## config.mk

```make
export PLATFORM = sky130hd
export DESIGN_NAME = vga_timing_ctrl
export DESIGN_NICKNAME = d
export VERILOG_FILES = /design/src/rtl/vga_timing_ctrl.sv
export SDC_FILE = /design/constraint.sdc
export NUM_CORES = 1
export LEC_CHECK = 0
export BUFFER_PORTS_ARGS = -buffer_cell sky130_fd_sc_hd__buf_2
export CORE_ASPECT_RATIO = 1.5
export CORE_MARGIN = 3
export CORE_UTILIZATION = 48
export CTS_BUF_LIST = sky130_fd_sc_hd__clkbuf_4 sky130_fd_sc_hd__clkbuf_8
export CTS_CLUSTER_SIZE = 25
export DETAILED_ROUTE_END_ITERATION = 16
export HOLD_SLACK_MARGIN = 0.1
export PLACE_DENSITY = 0.83
export RECOVER_POWER = 50
export SYNTH_ARGS = -nofsm -noshare
export SYNTH_HDL_FRONTEND = slang
export SYNTH_SLANG_ARGS = --single-unit
```

## constraint.sdc

```tcl
create_clock -name clk -period 2.1 [get_ports clk]
set_input_delay 0.105 -clock clk [delete_from_list [all_inputs] [get_ports clk]]
set_output_delay 0.105 -clock clk [all_outputs]
set_load 0.05 [all_outputs]
```

## src/rtl/vga_timing_ctrl.sv

```systemverilog
// VGA raster timing: pixel/line counters with zero-latency sync, blanking and frame-tick decode.
// Optional macro VGA_PIXEL_DIV_EN: internal divide-by-two pixel enable for a 2x-pixel-rate clk.
module vga_timing_ctrl #(
  parameter int H_VISIBLE = 640,
  parameter int H_FRONT   = 16,
  parameter int H_SYNC    = 96,
  parameter int H_BACK    = 48,
  parameter int V_VISIBLE = 480,
  parameter int V_FRONT   = 10,
  parameter int V_SYNC    = 2,
  parameter int V_BACK    = 33
) (
  input  logic       clk,
  input  logic       reset,
  output logic [9:0] hCount,
  output logic [9:0] vCount,
  output logic       hSync,
  output logic       vSync,
  output logic       bright,
  output logic       frameTick
);

  localparam int H_TOTAL = H_VISIBLE + H_FRONT + H_SYNC + H_BACK;
  localparam int V_TOTAL = V_VISIBLE + V_FRONT + V_SYNC + V_BACK;

  localparam logic [9:0] H_LAST   = 10'(H_TOTAL - 1);
  localparam logic [9:0] V_LAST   = 10'(V_TOTAL - 1);
  localparam logic [9:0] H_VIS    = 10'(H_VISIBLE);
  localparam logic [9:0] V_VIS    = 10'(V_VISIBLE);
  localparam logic [9:0] HS_START = 10'(H_VISIBLE + H_FRONT);
  localparam logic [9:0] HS_END   = 10'(H_VISIBLE + H_FRONT + H_SYNC - 1);
  localparam logic [9:0] VS_START = 10'(V_VISIBLE + V_FRONT);
  localparam logic [9:0] VS_END   = 10'(V_VISIBLE + V_FRONT + V_SYNC - 1);

  logic pixEn;
  logic adv_p0;

  // Pixel enable
`ifdef VGA_PIXEL_DIV_EN
  always_ff @(posedge clk) begin
    if (reset) pixEn <= 1'b0;
    else       pixEn <= ~pixEn;
  end
`else
  assign pixEn = 1'b1;
`endif

  // Counter stage: adv_p0 records that the counts moved on the last edge
  always_ff @(posedge clk) begin
    if (reset) begin
      hCount <= '0;
      vCount <= '0;
      adv_p0 <= 1'b0;
    end else begin
      adv_p0 <= pixEn;
      if (pixEn) begin
        if (hCount == H_LAST) begin
          hCount <= '0;
          vCount <= (vCount == V_LAST) ? 10'd0 : vCount + 10'd1;
        end else begin
          hCount <= hCount + 10'd1;
        end
      end
    end
  end

  // Decode stage: combinational from the counters, forced idle while reset is held
  always_comb begin
    hSync     = 1'b1;
    vSync     = 1'b1;
    bright    = 1'b0;
    frameTick = 1'b0;
    if (!reset) begin
      hSync     = !((hCount >= HS_START) && (hCount <= HS_END));
      vSync     = !((vCount >= VS_START) && (vCount <= VS_END));
      bright    = (hCount < H_VIS) && (vCount < V_VIS);
      frameTick = adv_p0 && (hCount == 10'd0) && (vCount == V_VIS);
    end
  end

endmodule
```

==> results list <==
- The floorplan step set the die width to 45.4 um.
* 1st-pass router iterations: 4
- The clock net in this run drives a total of 21 sinks.
- Routed Wire Length: ~2.6 mm
- Max VDD drop: ~0.00043 V
- Final Non-Filler Cells: 185
- In this run the static leakage power is 0.422 nW.
- At the end of routability-driven placement, the weighted congestion stood at a little over 0.9.
- The layout has 213 filler cells.
- P per Cell Area: 529 mW/mm2
- Initial standard-cell utilization of the core: about 52%
- On the worst path, the slowest cell contributes a delay of 0.57 ns.
* Critical path capture point type: register
* Top cells by area in the synthesized netlist: sky130_fd_sc_hd__dfxtp_1 38%, sky130_fd_sc_hd__xnor2_1 7.1%, sky130_fd_sc_hd__nor2_1 6.4%, sky130_fd_sc_hd__nand4_1 6.2%, sky130_fd_sc_hd__ha_1 5.6%
* Tightest Hold Check Type: register to register
- The critical path is of the register to register type.
* Synthesized cell area: 0.00112 mm2
- Slew Viols, Final: 0
- Largest area contributor in the synthesized netlist: sky130_fd_sc_hd__dfxtp_1
* Antenna-violating nets left: 0
* Number of instances resized during post-cts repair: 0
- Largest clock skew in the final design: approximately 0.002 ns
- Clock tree synthesis selected as its root buffer the cell sky130_fd_sc_hd__clkbuf_4.
- The largest individual stage delay along the critical path comes from the cell sky130_fd_sc_hd__or4_4.
- Of the available clock period, the critical path in the final layout requires 91.9%.
- Of the cells placed in the final design, the portion with a size suffix greater than 1 is 12.9%.
- Measured along the y axis, the die boundary spans 65.1 um.
* CTS H-tree lvls: 1
- GRT Residual Overflow: 0
- TritonCTS created 3 clock buffers.
- Result of the run: complete, no violations
* Least-Margin Pin Slew: roughly 0.61 ns
- Vias in the first global route: approximately 980
- Area taken by flip-flops and latches: 434 um2
* Worst Path Arrival: 2.18 ns
- The worst pin sits at a relative slew slack of 59.5%.
- After detailed routing, the number of remaining DRC violations is 0.
* Category of the worst setup path launch point: register
- Die area: 0.00295 mm2
* IO Pins: 26
- Worst hold slack after final layout: 0.453 ns
- For this run, the number of Yosys warnings is 0.
- Floorplan core area: around 0.0021 mm2
- The initial antenna violation count was 0.
- Cell breakdown of the critical path: or3_4 -> or4_4 -> or3_1 -> a21oi_1
- Counting flops with an async set or reset pin after synthesis yields a share of 0%.
- Via total after detailed routing: 1066
- Signed area change from the synthesized netlist to the final layout: 14.9%
* Global-route wire length before repair: 4.43 mm
- Sum Neg Setup Slack: 0 ns
- After synthesis, the largest area contributor takes up 37.7% of total cell area.
- Net count after synthesis: 146
- Clock-pin slew was measured on the worst setup and hold paths at 0.11 ns.
- Post-synth cell types: 27
* Share of synthesized area occupied by flip-flops and latches: 37.7%
* Post-route setup slack: 0.171 ns
* Number of violations of the max-capacitance limit: 0
- The most used flip-flop cell after synthesis is sky130_fd_sc_hd__dfxtp_1.
- In this run the core area contains 20 standard-cell rows.
* Post-Place Worst Slack: 0.202 ns
* Clock latency on the worst-skew pair: approximately 0.31 ns
- Seq cells post-synth: 21
- Setup violations remaining at the end of the flow were counted as 0.
* Final routed wire length divided by cell count: roughly 14 um
- Counting every instance in the synthesized netlist gives 139.
- Detailed-placement wirelength estimate: 1.97 mm
* Post-placement cell count: 180
- The count of final hold-check violations was 0.
- Max Clock Freq: approximately 520 MHz
- Port-buffer cells: 25
- Number of enable-type register cells in the synthesized netlist: 0
- STA puts the critical path data required time at approximately 2.4 ns.
* First-iteration detailed-routing DRC count: 52
- TritonCTS built the clock tree.
* Area used by multi-input combinational logic: 639 um2
* Min Tclk post-route: 1.93 ns
- RSZ-0062 raised after global routing: false
* Final net count: approximately 170
- CP Buf/Inv Count: 0
- Global routing used 19.9% of the available tracks.
- After synthesis, the mean cell area works out to around 8.0 um2.
- Via density per instance: roughly 5.8
- Entering global routing, the biggest net connects 12 pins.
* Largest fanout on the critical path: 10
- Largest delay share family, worst path: simple AND/OR/NAND/NOR gates
- The number of antenna diodes in the final layout is 0.
- The longest clock path from root to sink contains 2 buffers.
- Minimum setup slack among reg-to-reg paths: 0.17 ns
-- cell families after synthesis --
logic type               share of synthesized area [%]
buffers and inverters                             6.39
XOR/XNOR                                          9.42
adder cells (fa/ha/maj)                           5.61
multiplexers                                     0.897
AO/OA/AOI/OAI                                     5.72
AND/OR/NAND/NOR                                   34.3
flip-flops                                        37.7
-- worst reg2reg max path, stage by stage, from the launching register on --
cell                      delay (ns)
sky130_fd_sc_hd__dfxtp_2        0.39
sky130_fd_sc_hd__or3_4          0.44
sky130_fd_sc_hd__or4_4          0.57
sky130_fd_sc_hd__or3_1          0.32
sky130_fd_sc_hd__a21oi_1        0.15
-- cells in the mapped netlist, types with 2 or more instances --
cell type,n
sky130_fd_sc_hd__a21oi_1,4
sky130_fd_sc_hd__and3_1,2
sky130_fd_sc_hd__buf_6,2
sky130_fd_sc_hd__clkbuf_1,6
sky130_fd_sc_hd__dfxtp_1,21
sky130_fd_sc_hd__ha_1,5
sky130_fd_sc_hd__inv_1,7
sky130_fd_sc_hd__nand2_1,11
sky130_fd_sc_hd__nand3_1,8
sky130_fd_sc_hd__nand4_1,11
sky130_fd_sc_hd__nor2_1,19
sky130_fd_sc_hd__nor3_1,4
sky130_fd_sc_hd__nor4_1,7
sky130_fd_sc_hd__o21ai_0,4
sky130_fd_sc_hd__o21ai_1,2
sky130_fd_sc_hd__or3_1,5
sky130_fd_sc_hd__xnor2_1,9
sky130_fd_sc_hd__xor2_1,3
-- final timing paths --
check	start	to	cells after the start
max	hCount[5]	vCount[9]	4
min	hCount[0]	hCount[0]	1
max reg2reg	hCount[5]	vCount[9]	4
min reg2reg	hCount[0]	hCount[0]	1
-- per-layer routing --
metal | up-vias | track usage [%] | part of all wire, %
met5 | - | 0 | 0
met4 | 0 | 8.79 | 1.3
met3 | 3 | 3.61 | 6.0
met2 | 42 | 32.1 | 51
met1 | 486 | 25.0 | 42
li1 | 535 | - | -
-- layout by cell type (no fill, tap or decap), types with 3 or more instances in the layout --
master                     instances
sky130_fd_sc_hd__inv_1             7
sky130_fd_sc_hd__clkbuf_1         20
sky130_fd_sc_hd__a21oi_1           4
sky130_fd_sc_hd__buf_2             5
sky130_fd_sc_hd__nor2_1           19
sky130_fd_sc_hd__nor3_1            4
sky130_fd_sc_hd__dfxtp_2           5
sky130_fd_sc_hd__or3_1             5
sky130_fd_sc_hd__nand3_1           8
sky130_fd_sc_hd__xor2_1            3
sky130_fd_sc_hd__nor4_1            6
sky130_fd_sc_hd__dfxtp_1          14
sky130_fd_sc_hd__nand2_1          11
sky130_fd_sc_hd__nand4_1          11
sky130_fd_sc_hd__ha_1              5
sky130_fd_sc_hd__xnor2_1           9
sky130_fd_sc_hd__o21ai_0           4
sky130_fd_sc_hd__clkbuf_4          4
-- sequential cells by signal (all words and copies together) (netlist names) --
signal and flops:
adv_p0 1, hCount 10, vCount 10
-- per-stage QoR --
stage / cell area, um2 / total power, mW / util [%]
finish: 1280 / 0.678 / 60.3
global route: 1280 / 0.711 / 60.3
CTS: 1310 / 0.687 / 61.5
detailed placement: 1270 / 0.477 / 59.6
global placement: 1270 / 0.474 / 59.6
floorplan: 1140 / 0.462 / -
-- where the power goes --
group          switching (mW)  internal, mW  total (mW)
Clock                   0.124        0.0872       0.211
Combinational          0.0405        0.0141      0.0546
Sequential            0.00774         0.404       0.412
-- area by class of cell --
class,count,share of cell area [%]
Multi-Input combinational cell,103,49.9
Sequential cell,21,33.9
Timing Repair Buffer,28,9.76
Clock buffer,4,2.34
Tap cell,22,2.15
Inverter,7,2.05
-- timing repair --
item | 4_1_cts | 5_1_grt
hold buffers | 1 | 0
endpoints found under the hold margin | 4 | 0
setup buffers | 0 | 0
No activity file was read; power rests on OpenSTA's default activity.
